File: config.mk
export PLATFORM = sky130hd
export DESIGN_NAME = operand_serializer_flat
export DESIGN_NICKNAME = d
export VERILOG_FILES = /design/src/rtl/operand_serializer_if.sv /design/src/rtl/operand_serializer.sv /design/src/flat_wrapper.sv
export SDC_FILE = /design/constraint.sdc
export NUM_CORES = 1
export LEC_CHECK = 0
export ABC_AREA = 1
export BUFFER_PORTS_ARGS = -buffer_cell sky130_fd_sc_hd__buf_2
export CORE_ASPECT_RATIO = 1.2
export CORE_MARGIN = 3
export CORE_UTILIZATION = 52
export CTS_CLUSTER_SIZE = 24
export DETAILED_ROUTE_END_ITERATION = 16
export PLACE_DENSITY_LB_ADDON = 0.05
export SETUP_SLACK_MARGIN = 0.02
export SYNTH_ARGS = -nofsm -noshare
export SYNTH_HDL_FRONTEND = slang
export SYNTH_SLANG_ARGS = --single-unit
File: constraint.sdc
create_clock -name i_clk -period 2.2 [get_ports i_clk]
set_clock_uncertainty 0.2 [all_clocks]
set_input_delay 0.44 -clock i_clk [delete_from_list [all_inputs] [get_ports i_clk]]
set_output_delay 0.44 -clock i_clk [all_outputs]
set_load 0.01 [all_outputs]
File: src/rtl/operand_serializer_if.sv
// Word-side and bit-side handshake bundle between an operand source, operand_serializer and the serial multiplier.
interface operand_serializer_if #(
  parameter int DATA_WIDTH = 4,
  parameter int FIFO_DEPTH = 4
);
  localparam int LW = $clog2(FIFO_DEPTH) + 1;

  logic [DATA_WIDTH-1:0] iv_a;
  logic [DATA_WIDTH-1:0] iv_b;
  logic                  i_valid;
  logic                  o_ready;
  logic                  o_din_a;
  logic                  o_din_b;
  logic                  o_valid;
  logic                  i_ready;
  logic                  o_last;
  logic [LW-1:0]         ov_level;

  // master drives operands and the downstream ready; slave is the serializer
  modport master (
    output iv_a, iv_b, i_valid, i_ready,
    input  o_ready, o_din_a, o_din_b, o_valid, o_last, ov_level
  );

  modport slave (
    input  iv_a, iv_b, i_valid, i_ready,
    output o_ready, o_din_a, o_din_b, o_valid, o_last, ov_level
  );
endinterface

File: src/rtl/operand_serializer.sv
// Buffers operand pairs in a FIFO and shifts them out as lock-stepped serial streams; push-to-first-bit one cycle, no bubble between words.
// Word side stalls only when the FIFO is full, bit side holds on i_ready low; SER_MSB_FIRST_EN selects MSB-first order.
module operand_serializer #(
  parameter int DATA_WIDTH = 4,
  parameter int FIFO_DEPTH = 4
) (
  input  logic                 i_clk,
  input  logic                 i_rst,
  input  logic                 i_en,
  operand_serializer_if.slave  bus
);
  localparam int AW = $clog2(FIFO_DEPTH);
  localparam int LW = AW + 1;
  localparam int CW = $clog2(DATA_WIDTH);
  localparam logic [CW-1:0] CNT_LAST = CW'(DATA_WIDTH - 1);

  localparam logic [0:0] ST_IDLE  = 1'b0;
  localparam logic [0:0] ST_SHIFT = 1'b1;

  logic [DATA_WIDTH-1:0] mem_a [FIFO_DEPTH];
  logic [DATA_WIDTH-1:0] mem_b [FIFO_DEPTH];
  logic [LW-1:0]         wr_ptr;
  logic [LW-1:0]         rd_ptr;
  logic                  full;
  logic                  empty;
  logic                  rdy;
  logic                  push;
  logic                  pop;
  logic                  beat;
  logic                  at_last;

  logic [0:0]            state;
  logic [CW-1:0]         cnt;
  logic [DATA_WIDTH-1:0] sr_a;
  logic [DATA_WIDTH-1:0] sr_b;

  // extra pointer MSB distinguishes full from empty when the index bits match
  assign full  = (wr_ptr[AW] != rd_ptr[AW]) && (wr_ptr[AW-1:0] == rd_ptr[AW-1:0]);
  assign empty = (wr_ptr == rd_ptr);
  assign rdy   = i_en & ~full;
  assign push  = rdy & bus.i_valid;

  assign at_last = (state == ST_SHIFT) && (cnt == CNT_LAST);
  assign beat    = (state == ST_SHIFT) & i_en & bus.i_ready;
  // reload on the final beat keeps consecutive words gap-free
  assign pop     = i_en & ~empty & ((state == ST_IDLE) | (beat & at_last));

  assign bus.o_ready  = rdy;
  assign bus.ov_level = wr_ptr - rd_ptr;
  assign bus.o_valid  = i_en & (state == ST_SHIFT);
  assign bus.o_last   = at_last;
`ifdef SER_MSB_FIRST_EN
  assign bus.o_din_a  = sr_a[DATA_WIDTH-1];
  assign bus.o_din_b  = sr_b[DATA_WIDTH-1];
`else
  assign bus.o_din_a  = sr_a[0];
  assign bus.o_din_b  = sr_b[0];
`endif

  always_ff @(posedge i_clk) begin
    if (push) begin
      mem_a[wr_ptr[AW-1:0]] <= bus.iv_a;
      mem_b[wr_ptr[AW-1:0]] <= bus.iv_b;
    end
  end

  always_ff @(posedge i_clk or negedge i_rst) begin
    if (!i_rst) begin
      wr_ptr <= '0;
      rd_ptr <= '0;
    end else begin
      if (push) wr_ptr <= wr_ptr + 1'b1;
      if (pop)  rd_ptr <= rd_ptr + 1'b1;
    end
  end

  always_ff @(posedge i_clk or negedge i_rst) begin
    if (!i_rst) begin
      state <= ST_IDLE;
      cnt   <= '0;
      sr_a  <= '0;
      sr_b  <= '0;
    end else if (pop) begin
      state <= ST_SHIFT;
      cnt   <= '0;
      sr_a  <= mem_a[rd_ptr[AW-1:0]];
      sr_b  <= mem_b[rd_ptr[AW-1:0]];
    end else if (beat) begin
`ifdef SER_MSB_FIRST_EN
      sr_a <= {sr_a[DATA_WIDTH-2:0], 1'b0};
      sr_b <= {sr_b[DATA_WIDTH-2:0], 1'b0};
`else
      sr_a <= {1'b0, sr_a[DATA_WIDTH-1:1]};
      sr_b <= {1'b0, sr_b[DATA_WIDTH-1:1]};
`endif
      if (at_last) begin
        cnt   <= '0;
        state <= ST_IDLE;
      end else begin
        cnt <= cnt + 1'b1;
      end
    end
  end
endmodule

File: src/flat_wrapper.sv
// flat-port wrapper written by rule: the top's interface ports become plain ports
module operand_serializer_flat 
#(
  parameter int DATA_WIDTH = 4,
  parameter int FIFO_DEPTH = 4
)
  (i_clk, i_rst, i_en, bus_iv_a, bus_iv_b, bus_i_valid, bus_i_ready, bus_o_ready, bus_o_din_a, bus_o_din_b, bus_o_valid, bus_o_last, bus_ov_level);
  operand_serializer_if #(.DATA_WIDTH(DATA_WIDTH), .FIFO_DEPTH(FIFO_DEPTH)) bus_i ();
  input  logic i_clk;
  input  logic i_rst;
  input  logic i_en;
  input wire logic [$bits(bus_i.iv_a)-1:0] bus_iv_a;
  input wire logic [$bits(bus_i.iv_b)-1:0] bus_iv_b;
  input wire logic [$bits(bus_i.i_valid)-1:0] bus_i_valid;
  input wire logic [$bits(bus_i.i_ready)-1:0] bus_i_ready;
  output wire logic [$bits(bus_i.o_ready)-1:0] bus_o_ready;
  output wire logic [$bits(bus_i.o_din_a)-1:0] bus_o_din_a;
  output wire logic [$bits(bus_i.o_din_b)-1:0] bus_o_din_b;
  output wire logic [$bits(bus_i.o_valid)-1:0] bus_o_valid;
  output wire logic [$bits(bus_i.o_last)-1:0] bus_o_last;
  output wire logic [$bits(bus_i.ov_level)-1:0] bus_ov_level;
  assign bus_i.iv_a = bus_iv_a;
  assign bus_i.iv_b = bus_iv_b;
  assign bus_i.i_valid = bus_i_valid;
  assign bus_i.i_ready = bus_i_ready;
  assign bus_o_ready = bus_i.o_ready;
  assign bus_o_din_a = bus_i.o_din_a;
  assign bus_o_din_b = bus_i.o_din_b;
  assign bus_o_valid = bus_i.o_valid;
  assign bus_o_last = bus_i.o_last;
  assign bus_ov_level = bus_i.ov_level;
  operand_serializer #(.DATA_WIDTH(DATA_WIDTH), .FIFO_DEPTH(FIFO_DEPTH)) u_core (.i_clk(i_clk), .i_rst(i_rst), .i_en(i_en), .bus(bus_i));
endmodule
Yosys cells after proc, flatten, opt, wreduce, memory -nomap -nowiden
Memory sizes are Yosys's and may differ from the RTL's.
Index checks and enable logic that the tools add are counted.
- memories kept: 2
- bits in read-only memories: 0
- output and inout port bits: 8
- logic and storage cells: 44
- bits in latches: 0
- input bits: 13
- RAM bits: 32
- flip-flop bits (word level): 17
- reduce and logical (&&, ||, !) cells: 5
- shifts and indexed selects: 0
- $mul: 0
- muxes and demuxes: 12
- divide/modulo/power cells: 0
- $lt $le $gt $ge: 0
- add/sub/neg operators: 4
- bitwise logic cells: 11
- equal/unequal tests: 4
- memories (memory ; depth ; width ; rd ports ; clocked after Yosys merged registers in ; write ports ; line ; text):
    u_core.mem_a ; 4 ; 4 ; 1 ; 0 ; 1 ; operand_serializer.sv:20 ; logic [DATA_WIDTH-1:0] mem_a [FIFO_DEPTH];
    u_core.mem_b ; 4 ; 4 ; 1 ; 0 ; 1 ; operand_serializer.sv:21 ; logic [DATA_WIDTH-1:0] mem_b [FIFO_DEPTH];
- operator list (cell ; number):
    2-to-1 mux 4 bit ; 4
    bitwise AND 1 bit ; 7
    adder 3 x 1 -> 3 bit, second input constant ; 2
    2-to-1 mux 2 bit ; 3
    2-to-1 mux 1 bit ; 5
    nonzero test 2 bit ; 2
    equality test 3 bit ; 1
    inverter 1 bit ; 3
    subtractor 3 bit ; 1
    adder 2 x 1 -> 2 bit, second input constant ; 1
    equality test 2 bit ; 1
    equality test 2 bit, second input constant ; 1
    logical AND 1 bit ; 2
    AND reduction 2 bit ; 1
    inequality test 1 bit ; 1
    bitwise OR 1 bit ; 1

Longest topological paths before layout
Gate-level depths: netlist of run 1.
- word-level depth: 7
- mapped depth: 10

Worst setup path before layout of run 1
OpenSTA, ideal clock, no wires.
- kind: flip-flop to flip-flop
- start: register u_core.rd_ptr[1]
- end: memory u_core.mem_a[0][0], enable pin
- period minus slack after synthesis: 2.365 ns
- cell stages (with the launch flop): 9
- arrival: 1.794 ns
- slack: -0.165 ns
- setup time: 0.371 ns
- cells stage by stage: dfrtp_1 -> buf_2 -> inv_2 -> ha_1 -> nand2_1 -> inv_1 -> a21oi_4 -> nand2_2 -> nor2_1
- longest elaborated chain between the ends: 7
- ends and longest elaborated chain (what ; line ; text):
    from (decl) ; operand_serializer.sv:23 ; logic [LW-1:0] rd_ptr;
    from (signal assigned) ; operand_serializer.sv:73 ; if (pop) rd_ptr <= rd_ptr + 1'b1;
    equality test 2 bit ; operand_serializer.sv:38 ; assign full = (wr_ptr[AW] != rd_ptr[AW]) && (wr_ptr[AW-1:0] == rd_ptr[AW-1:0]);
    logical AND 1 bit ; operand_serializer.sv:38 ;
    inverter 1 bit ; operand_serializer.sv:40 ; assign rdy = i_en & ~full;
    bitwise AND 1 bit ; operand_serializer.sv:40 ;
    via bus_o_ready ; flat_wrapper.sv:16 ; output wire logic [$bits(bus_i.o_ready)-1:0] bus_o_ready;
    bitwise AND 1 bit ; operand_serializer.sv:41 ; assign push = rdy & bus.i_valid;
    2-to-1 mux 1 bit ; operand_serializer.sv:61 ; if (push) begin
    2-to-1 mux 1 bit (not written as such) ; operand_serializer.sv:62 ; mem_a[wr_ptr[AW-1:0]] <= bus.iv_a;
    to (decl) ; operand_serializer.sv:20 ;
The timed path passes the listed nets, and every way through them passes these cells.

Worst setup path in the final report of run 1
- start: register u_core.rd_ptr[0]
- end: output port bus_ov_level[1]
- longest elaborated chain between the ends: 1
- ends and longest elaborated chain (what ; line ; text):
    subtractor 3 bit ; operand_serializer.sv:49 ; assign bus.ov_level = wr_ptr - rd_ptr;
    to (decl) ; flat_wrapper.sv:21 ; output wire logic [$bits(bus_i.ov_level)-1:0] bus_ov_level;
Every way passes these cells.

==> metrics.md, run 1 <==
| Metric | Value |
|---|---|
| WHS Path Cells | `1` |
| Cell row count | `25` |
| Core ar. | `0.00407 mm²` |
| Area of the multi-input gates | `771 µm²` |
| Finished layout cell area | `0.00258 mm²` |
| Max stage delay on crit path | `520 ps` |
| Top-count cell post-synth | `nand2_1` |
| DRC violations left | `0` |
| Clk pin slew, worst setup/hold paths | `80 ps` |
| Max-cap violations | `0` |
| Sequential share of power | `0.392` |
| Vias per cell | `5.08` |
| Num ports | `21` |
| Leak | `1.11 nW` |
| Clock tree buffer depth | `2` |
| Area grow syn2layout | `15.0%` |
| Synth top area cells | `edfxtp_1, dfrtp_1, nand3_1` |
| Critical path depth | `4` |
| Main combinational cell family by area after synthesis | `simple AND/OR/NAND/NOR gates` |
| Combinational Power Share | `0.457` |
| CP Class | `flop to output pin` |
| Final min period | `2190 ps` |
| Endpoints failing hold | `0` |
| Asr flop ratio synth | `0.347` |
| Sw Ratio | `0.397` |
| Clk_lat worst skew | `300 ps` |
| TritonCTS clock tree | `yes` |
| RR Startpoint | `u_core.rd_ptr[1]` |
| Largest net degree at the start of global routing | `25` |
| PortBufs | `20` |
| CP arrival | `1550 ps` |
| Worst-margin pin slew | `444 ps` |
| Power Dens Cells | `1280 mW/mm²` |
| Die H | `78.0 µm` |
| Largest area contributor in the netlist | `edfxtp_1` |
| Synthesized area per cell | `10.6 µm²` |
| Top delay family on crit path | `adder cells` |
| Multiplexer share of the synthesized area | `0` |
| Synthesized Nets | `234` |
| Buf+Inv Stages, Crit Path | `2` |
| Slew margin rel. | `0.704` |
| HPWL after DPL | `3130 µm` |
| Initial antenna violation count | `0` |
| Detailed router's first-iteration violation count | `60` |
| Nets@finish | `265` |
| Fin. max-slew vios | `0` |
| Post-synthesis compound-gate area fraction | `0.0634` |
| Worst Hold Launch | `bus_iv_a[1]` |
| Vias in the first global route | `1466` |
| CTS root buffer | `clkbuf_8` |
| Pint | `2.00 mW` |
| Critical path's slowest cell | `fa_2` |
| Final setup violation count | `0` |
| Main synth FF type | `edfxtp_1` |
| Unrepaired setup endpoints after global routing | `true` |
| GRT Total Usage | `0.193` |
| Total power | `3.31 mW` |
| HP Class | `primary input to flop` |
| Worst-path fanout max | `2` |
| WL final | `4390 µm` |
| VDD IR-drop max | `584 µV` |
| Die area | `0.00515 mm²` |
| Post-route ant nets | `0` |
| Fill cells | `341` |
| Diode count | `0` |
| Power share of the clock group | `0.151` |
| Total gr overflow | `0` |
| Core Util, Final | `0.636` |
| # clock sinks | `49` |
| Register area | `0.00139 mm²` |
| Total iterations of the first detailed-routing run | `4` |
| Adder-cell share of the synthesized area | `0.0534` |
| Status | `complete, no violations` |
| Post-synthesis sequential area ratio | `0.617` |
| Starting Density | `0.553` |
| Critical Path, Cell by Cell | `ha_4 > fa_2 > inv_2 > buf_6` |
| F_max | `0.457 GHz` |
| CTS H-tree lvls | `2` |
| Post-synth cell types | `22` |
| Final critical-path share of the clock period | `0.996` |
| GP Congestion | `0.873` |
| Post-synth EDFFs | `32` |
| Switching Power | `1.32 mW` |
| First-pass GRT wire length | `7330 µm` |
| Xor/xnor share of the synthesized area | `0.0195` |
| Post-DP Area | `0.00243 mm²` |
| Cells after Synth | `212` |
| Worst-case reg-to-reg path depth | `8` |
| Mapped Area | `0.00225 mm²` |
| Synthesized-area fraction occupied by and/or/nand/nor cells | `0.189` |
| Drt wl/cell | `14.8 µm` |
| Worst setup path start | `u_core.rd_ptr[0]` |
| Startpoint types | `flop` |
| Share of cells above drive strength 1 | `0.222` |
| Synth top cells by count | `nand2_1, edfxtp_1, nand3_1` |
| Die width | `66.0 µm` |
| Synth top area share | `0.427` |
| WHS | `166 ps` |
| Total CTS buffers | `5` |
| Crit path required time | `1560 ps` |
| Total number of vias | `1508` |
| Ys Warns | `0` |
| Crit end category | `output pin` |
| Yosys reg bits | `49` |
## worst register-to-register path: stages, from the launching register on
cell     delay [ps]
dfrtp_1         380
inv_2            50
ha_1            280
nand2_1          90
inv_2            60
a21oi_4         170
nand2_2         160
nor2_2          130
buf_4           180
## registers in the layout, indices dropped and copies added (netlist names)
name / count
u_core.mem_b: 16
u_core.state: 1
u_core.wr_ptr: 3
u_core.mem_a: 16
u_core.sr_b: 4
u_core.sr_a: 4
u_core.cnt: 2
u_core.rd_ptr: 3
## stage by stage
stage               worst slack, ps  setup TNS, ps  instances
floorplan                     -39.1          -1250        212
global placement                154              0        286
detailed placement             61.0              0        286
CTS                           -1.09          -1.09        297
global route                  -35.0          -35.0        297
finish                         9.69              0        297
## cell type report
cell class	instances	share of cell area
well taps	54	0.0261
multi-input cells	135	0.298
inverters	21	0.0305
flip-flops and latches	49	0.536
repair buffers	31	0.0779
clock buffers	5	0.0266
clock inverters	2	0.00436
## final timing paths
| check | slack, ps | end |
|---|---|---|
| setup / recovery | 10 | bus_ov_level[1] |
| min in group asynchronous | 380 | u_core.state |
| max in group asynchronous | 1150 | u_core.sr_a[3] |
| hold reg to reg | 310 | u_core.sr_a[3] |
| setup reg to reg | 200 | u_core.mem_a[0][2] |
| hold / removal | 170 | u_core.mem_a[1][1] |
## power groups by stage
| stage | clock network, mW | registers, mW | logic, mW |
|---|---|---|---|
| after floorplan | 0 | 1.31 | 0.956 |
| after global placement | 0 | 1.31 | 1.33 |
| after detailed placement | 0 | 1.32 | 1.36 |
| after CTS | 0.517 | 1.30 | 1.45 |
| after global routing | 0.558 | 1.32 | 1.71 |
| final | 0.501 | 1.30 | 1.51 |
## cells by family after synthesis
logic type      after synthesis
simple gates                 97
flops                        49
buf+inv                      28
compound gates               24
fa+ha+maj                     9
xor+xnor                      5
## repair_timing
action	in CTS	in global routing
endpoints found under the hold margin	17	0
pin swaps	1	3
hold buffers	1	0
cloned	0	0
setup buffers	3	0
gates resized for setup	5	7
endpoints found under the setup margin	3	27
## layout by cell type (no fill, tap or decap), types with 9 or more instances in the layout
cell       n
buf_2     18
buf_4      9
dfrtp_1   17
edfxtp_1  32
inv_1     16
nand2_1   41
nand3_1   31
nor2_1    17
o21ai_0   13
## routing by layer
| metal | vias up | wire length (µm) | part of all wire | track usage |
|---|---|---|---|---|
| li1 | 764 | - | - | - |
| met1 | 702 | 1760 | 0.40 | 0.229 |
| met2 | 34 | 2350 | 0.54 | 0.334 |
| met3 | 8 | 169 | 0.038 | 0.0415 |
| met4 | 0 | 114 | 0.026 | 0.0813 |
| met5 | - | 0 | 0 | 0 |
Power figures use the tool's default switching activity.
==> run 2: changes to the inputs <==
- CORE_ASPECT_RATIO: 1.2 -> 0.5
==> metrics.md, run 2 (same netlist as run 1, synthesis figures left out) <==
| Metric | Value |
|---|---|
| Status | `finished with violations (was complete, no violations)` |
| Failing checks | `setup timing` |
| # clock sinks | `49 (unchanged)` |
| HP Class | `primary input to flop (unchanged)` |
| PortBufs | `20 (unchanged)` |
| Drt wl/cell | `14.8 µm (about the same)` |
| GP Congestion | `0.733 (was 0.873)` |
| Initial antenna violation count | `0 (unchanged)` |
| Core ar. | `0.00402 mm² (was 0.00407 mm²)` |
| GR peak layer | `met2 (unchanged)` |
| VDD IR-drop max | `528 µV (was 584 µV)` |
| Final min period | `2220 ps (was 2190 ps)` |
| Max stage delay on crit path | `510 ps (was 520 ps)` |
| Max-cap violations | `0 (unchanged)` |
| Most common cell after layout, fill and taps aside | `nand2_1 (unchanged)` |
| Setup TNS | `-15.6 ps (was 0 ps)` |
| F_max | `0.451 GHz (was 0.457 GHz)` |
| Worst slack at placement | `33.3 ps (was 61.0 ps)` |
| Crit end category | `output pin (unchanged)` |
| Clk pin slew, worst setup/hold paths | `90 ps (was 80 ps)` |
| Die width | `99.0 µm (was 66.0 µm)` |
| CP Class | `flop to output pin (unchanged)` |
| WHS | `162 ps (was 166 ps)` |
| Finished layout cell area | `0.00258 mm² (unchanged)` |
| Fill cells | `332 (was 341)` |
| Critical path's slowest cell | `fa_2 (unchanged)` |
| Clock tree buffer depth | `2 (unchanged)` |
| Endpoints failing hold | `0 (unchanged)` |
| Layout Cells excl Fill | `300 (was 297)` |
| Slew margin rel. | `0.693 (was 0.704)` |
| First-pass GRT wire length | `7300 µm (was 7330 µm)` |
| Worst-margin pin slew | `460 ps (was 444 ps)` |
| Largest net degree at the start of global routing | `25 (unchanged)` |
| Vias per cell | `5.17 (was 5.08)` |
| Fin. max-slew vios | `0 (unchanged)` |
| Vias in the first global route | `1424 (was 1466)` |
| Unrepaired setup endpoints after global routing | `true (unchanged)` |
| CTS H-tree lvls | `2 (unchanged)` |
| Startpoint types | `flop (unchanged)` |
| Clk_lat worst skew | `300 ps (about the same)` |
| CP arrival | `1580 ps (was 1550 ps)` |
| Met1 usage | `0.267 (was 0.229)` |
| Final WS setup | `-15.6 ps (was 9.69 ps)` |
| Final critical-path share of the clock period | `1.01 (was 0.996)` |
| Most frequent cells in the layout | `nand2_1, edfxtp_1, nand3_1, buf_2 (unchanged)` |
| WL final | `4450 µm (was 4390 µm)` |
| Cell row count | `16 (was 25)` |
| HPWL after DPL | `3050 µm (was 3130 µm)` |
| Nets@finish | `268 (was 265)` |
| Num ports | `21 (unchanged)` |
| Met2 Track Usage GR | `0.279 (was 0.334)` |
| Total gr overflow | `0 (unchanged)` |
| Met3 GRT Util | `0.0664 (was 0.0415)` |
| Detailed router's first-iteration violation count | `99 (was 60)` |
| Share of cells above drive strength 1 | `0.232 (was 0.222)` |
| Total iterations of the first detailed-routing run | `4 (unchanged)` |
| Post-DP Area | `0.00243 mm² (about the same)` |
| Worst-path fanout max | `2 (unchanged)` |
| Diode count | `0 (unchanged)` |
| Post-placement cell count | `287 (was 286)` |
| Power Dens Cells | `1290 mW/mm² (was 1280 mW/mm²)` |
| Total number of vias | `1551 (was 1508)` |
| Starting Density | `0.559 (was 0.553)` |
| GRT Total Usage | `0.192 (was 0.193)` |
| Core Util, Final | `0.642 (was 0.636)` |
| Crit path required time | `1560 ps (about the same)` |
| CTS root buffer | `clkbuf_8 (unchanged)` |
| Total CTS buffers | `5 (unchanged)` |
| Die H | `52.5 µm (was 78.0 µm)` |
| Leak | `1.13 nW (was 1.11 nW)` |
| DRC violations left | `0 (unchanged)` |
| Post-route ant nets | `0 (unchanged)` |
| Die area | `0.00520 mm² (was 0.00515 mm²)` |
| Final setup violation count | `1 (was 0)` |
| Total power | `3.34 mW (was 3.31 mW)` |
| TritonCTS clock tree | `yes (unchanged)` |
| Area grow syn2layout | `15.0% (unchanged)` |
| Critical Path, Cell by Cell | `ha_4 > fa_2 > inv_1 > buf_2 (was ha_4 > fa_2 > inv_2 > buf_6)` |
## run 2: cell count changes in the layout (fill, tap and decap cells not counted), sizes merged
cell / previous run / this run
buf: 30 / 33
## run 2: worst max-delay path: cells and delay by family (launching register included)
| kind | cells | cell delay, ps |
|---|---|---|
| flip-flops | 1 | 430 |
| adder cells (fa/ha/maj) | 2 | 690 |
| buffers and inverters | 2 | 170 |
## run 2: worst paths after layout
| check | from | end | slack, ps | cells past startpoint |
|---|---|---|---|---|
| max | u_core.rd_ptr[0] | bus_ov_level[1] | -20 | 4 |
| min | bus_iv_a[1] | u_core.mem_a[1][1] | 160 | 1 |
| max reg2reg | u_core.rd_ptr[1] | u_core.mem_a[2][2] | 110 | 7 |
| min reg2reg | u_core.cnt[1] | u_core.cnt[1] | 310 | 2 |
| max in group asynchronous | i_rst | u_core.sr_b[1] | 1130 | 2 |
| min in group asynchronous | i_rst | u_core.rd_ptr[2] | 390 | 2 |
## run 2: layout make-up
cell class / count / area, µm² / share of cell area
repair buffers: 34 / 211 / 0.0818
well taps: 54 / 67.6 / 0.0261
clock buffers: 5 / 68.8 / 0.0266
multi-input cells: 135 / 756 / 0.292
inverters: 21 / 78.8 / 0.0305
flip-flops and latches: 49 / 1390 / 0.536
clock inverters: 2 / 16.3 / 0.00629
## run 2: what timing repair did
action	CTS	global route
hold buffers	1	0
pin swaps	3	2
hold endpoints to repair	17	0
setup buffers	3	2
endpoints found under the setup margin	3	19
resized for setup	5	1
## run 2: where the power goes
part           switching (mW)  internal [mW]  leakage, nW
Clock                   0.296          0.219       0.0402
Combinational           0.921          0.595        0.584
Sequential              0.117           1.19        0.501
Total                    1.33           2.00         1.13
## run 2: metal layers
metal / routed length [µm] / part of all wire
met1: 2020 / 0.46
met2: 2000 / 0.45
met3: 360 / 0.081
met4: 60 / 0.013
met5: 0 / 0
==> run 3: changes to the inputs <==
- ABC_AREA: 1 -> unset
==> metrics.md, run 3 <==
| Metric | Value |
|---|---|
| WL final | `3580 µm (was 4450 µm)` |
| Critical Path, Cell by Cell | `ha_4 > fa_2 > inv_2 > buf_6 (was ha_4 > fa_2 > inv_1 > buf_2)` |
| Final setup violation count | `0 (was 1)` |
| GP Congestion | `0.777 (was 0.733)` |
| Largest area contributor in the netlist | `edfxtp_1 (unchanged)` |
| Vias in the first global route | `1185 (was 1424)` |
| Core Util, Final | `0.682 (was 0.642)` |
| Worst Hold Endpoint | `u_core.mem_a[2][3] (was u_core.mem_a[1][1])` |
| Max stage delay on crit path | `520 ps (was 510 ps)` |
| Total power | `3.20 mW (was 3.34 mW)` |
| Cells after Synth | `129 (was 212)` |
| Asr flop ratio synth | `0.347 (unchanged)` |
| Post-synthesis sequential area ratio | `0.634 (was 0.617)` |
| Worst slack at placement | `139 ps (was 33.3 ps)` |
| Total CTS buffers | `5 (unchanged)` |
| HP Class | `primary input to flop (unchanged)` |
| Largest net degree at the start of global routing | `18 (was 25)` |
| Final min period | `2200 ps (was 2220 ps)` |
| Critical path's slowest cell | `fa_2 (unchanged)` |
| # clock sinks | `49 (unchanged)` |
| Internal reg-to-reg setup slack | `170 ps (was 110 ps)` |
| CP Class | `flop to output pin (unchanged)` |
| Final critical-path share of the clock period | `0.998 (was 1.01)` |
| Drt wl/cell | `16.6 µm (was 14.8 µm)` |
| Clk pin slew, worst setup/hold paths | `80 ps (was 90 ps)` |
| Vias per cell | `5.25 (was 5.17)` |
| Die H | `51.9 µm (was 52.5 µm)` |
| Total gr overflow | `0 (unchanged)` |
| Post-synth EDFFs | `32 (unchanged)` |
| Endpoints failing hold | `0 (unchanged)` |
| WHS Path Cells | `1 (unchanged)` |
| Initial antenna violation count | `0 (unchanged)` |
| Total iterations of the first detailed-routing run | `4 (unchanged)` |
| Worst-margin pin slew | `394 ps (was 460 ps)` |
| Slew margin rel. | `0.737 (was 0.693)` |
| Synthesized Nets | `151 (was 234)` |
| Crit path required time | `1560 ps (about the same)` |
| Share of cells above drive strength 1 | `0.448 (was 0.232)` |
| Clock tree buffer depth | `2 (unchanged)` |
| Worst-case reg-to-reg path depth | `5 (was 7)` |
| Synth top area cells | `edfxtp_1, dfrtp_1, mux4_2 (was edfxtp_1, dfrtp_1, nand3_1)` |
| Power Dens Cells | `1260 mW/mm² (was 1290 mW/mm²)` |
| GRT Total Usage | `0.163 (was 0.192)` |
| DRC violations left | `0 (unchanged)` |
| Diode count | `0 (unchanged)` |
| Final WS setup | `4.42 ps (was -15.6 ps)` |
| CTS H-tree lvls | `2 (unchanged)` |
| Post-route ant nets | `0 (unchanged)` |
| Fin. max-slew vios | `0 (unchanged)` |
| Crit end category | `output pin (unchanged)` |
| Synth top area share | `0.439 (was 0.427)` |
| Clk_lat worst skew | `300 ps (about the same)` |
| Status | `complete, no violations (was finished with violations)` |
| Max-cap violations | `0 (unchanged)` |
| Die area | `0.00507 mm² (was 0.00520 mm²)` |
| First-pass GRT wire length | `6040 µm (was 7300 µm)` |
| Worst Hold Launch | `bus_iv_a[3] (was bus_iv_a[1])` |
| Starting Density | `0.589 (was 0.559)` |
| Post-synth cell types | `27 (was 22)` |
| Main synth FF type | `edfxtp_1 (unchanged)` |
| Total number of vias | `1134 (was 1551)` |
| VDD IR-drop max | `522 µV (was 528 µV)` |
| Synth top cells by count | `edfxtp_1, dfrtp_1, mux2_2 (was nand2_1, edfxtp_1, nand3_1)` |
| Cell row count | `15 (was 16)` |
| Fill cells | `258 (was 332)` |
| TritonCTS clock tree | `yes (unchanged)` |
| CP arrival | `1560 ps (was 1580 ps)` |
| Num ports | `21 (unchanged)` |
| Reg2reg end | `u_core.mem_a[2][0] (was u_core.mem_a[2][2])` |
| Nets@finish | `187 (was 268)` |
| F_max | `0.455 GHz (was 0.451 GHz)` |
| Area grow syn2layout | `15.8% (was 15.0%)` |
| CTS root buffer | `clkbuf_8 (unchanged)` |
| Die width | `97.7 µm (was 99.0 µm)` |
| Mapped Area | `0.00219 mm² (was 0.00225 mm²)` |
| Startpoint types | `flop (unchanged)` |
| Yosys reg bits | `49 (unchanged)` |
| Core ar. | `0.00372 mm² (was 0.00402 mm²)` |
| Unrepaired setup endpoints after global routing | `true (unchanged)` |
| Top-count cell post-synth | `edfxtp_1 (was nand2_1)` |
| RR Startpoint | `u_core.rd_ptr[1] (unchanged)` |
| Synthesized area per cell | `17.0 µm² (was 10.6 µm²)` |
| Worst-path fanout max | `2 (unchanged)` |
| Most common cell after layout, fill and taps aside | `edfxtp_1 (was nand2_1)` |
| Leak | `1.07 nW (was 1.13 nW)` |
| PortBufs | `20 (unchanged)` |
| Most frequent cells in the layout | `edfxtp_1, buf_2, dfrtp_1, buf_4, mux2_2 (was nand2_1, edfxtp_1, nand3_1, buf_2)` |
| Ys Warns | `0 (unchanged)` |
| Detailed router's first-iteration violation count | `65 (was 99)` |
-- run 3: changes by cell type after synthesis, sizes merged, moves of 3 or more --
cell	delta
mux2	+16
nand2	-36
buf	-3
inv	-12
nand3	-28
mux2i	+3
nor2	-21
mux4	+8
o21ai	-13
and2	+6
a31oi	+3
a21oi	-10
-- run 3: area by class of cell --
cell class / instances / area, µm² / share of cell area
sequential: 49 / 1390 / 0.547
multi-input combinational: 66 / 751 / 0.296
timing repair buffer: 34 / 214 / 0.0844
clock buffer: 5 / 68.8 / 0.0272
tap: 51 / 63.8 / 0.0252
inverter: 9 / 33.8 / 0.0133
clock inverter: 2 / 16.3 / 0.00642
-- run 3: worst max path at each step --
stage                               endpoint              from  cells past startpoint  slack (ps)
after floorplan           u_core.mem_a[3][0]  u_core.rd_ptr[1]                      4          20
after detailed placement      u_core.sr_a[1]  u_core.wr_ptr[0]                      6         140
after global placement    u_core.mem_b[2][2]  u_core.rd_ptr[1]                      5         210
final                        bus_ov_level[1]  u_core.rd_ptr[0]                      4           4
after CTS                    bus_ov_level[1]  u_core.rd_ptr[0]                      4          -9
after global routing         bus_ov_level[1]  u_core.wr_ptr[0]                      5         -50
-- run 3: stage by stage --
stage / area, µm² / TNS, ps / hold slack [ps] / cells
3_5_place_dp: 2380 / 0 / 194 / 203
6_report: 2530 / 0 / 152 / 216
2_1_floorplan: 2190 / 0 / -55.6 / 129
3_3_place_gp: 2380 / 0 / 182 / 203
5_1_grt: 2530 / -97.6 / 141 / 216
4_1_cts: 2490 / -8.73 / 144 / 213
-- run 3: kinds of logic (layout without fill, tap and decap cells) --
logic type,count (synthesis),count (layout),share of synthesized area
AOI/OAI and AO/OA,7,7,0.0252
muxes,27,27,0.189
buffers and inverters,14,50,0.0303
adders and majority gates,9,9,0.0549
and+or+nand+nor,18,18,0.0440
DFF,49,49,0.634
xor gates and xnor gates,5,5,0.0234
-- run 3: report_power, final --
| part | leakage (nW) | total, mW | internal [mW] | switching, mW |
|---|---|---|---|---|
| logic | 0.527 | 1.37 | 0.749 | 0.624 |
| registers | 0.501 | 1.32 | 1.20 | 0.123 |
| clock network | 0.0402 | 0.505 | 0.219 | 0.286 |
-- run 3: worst max-delay path, delay by kind of cell (launching register included) --
family / cells / cell delay, ps
buffers and inverters: 2 / 140
adder cells (fa/ha/maj): 2 / 690
flip-flops: 1 / 430
-- run 3: repair_timing --
action	in CTS	in global routing
buffers inserted	2	3
resized for setup	3	4
pin swaps	1	1
hold endpoints to repair	17	0
hold buffers	1	0
endpoints found under the setup margin	2	11
-- run 3: metal layers --
metal  track usage  routed length [µm]  vias up
met5             0                   0        -
met4        0.0690                  54        0
met3        0.0469                 218        7
met2         0.247                1520       35
met1         0.224                1790      551
li1              -                   -      541
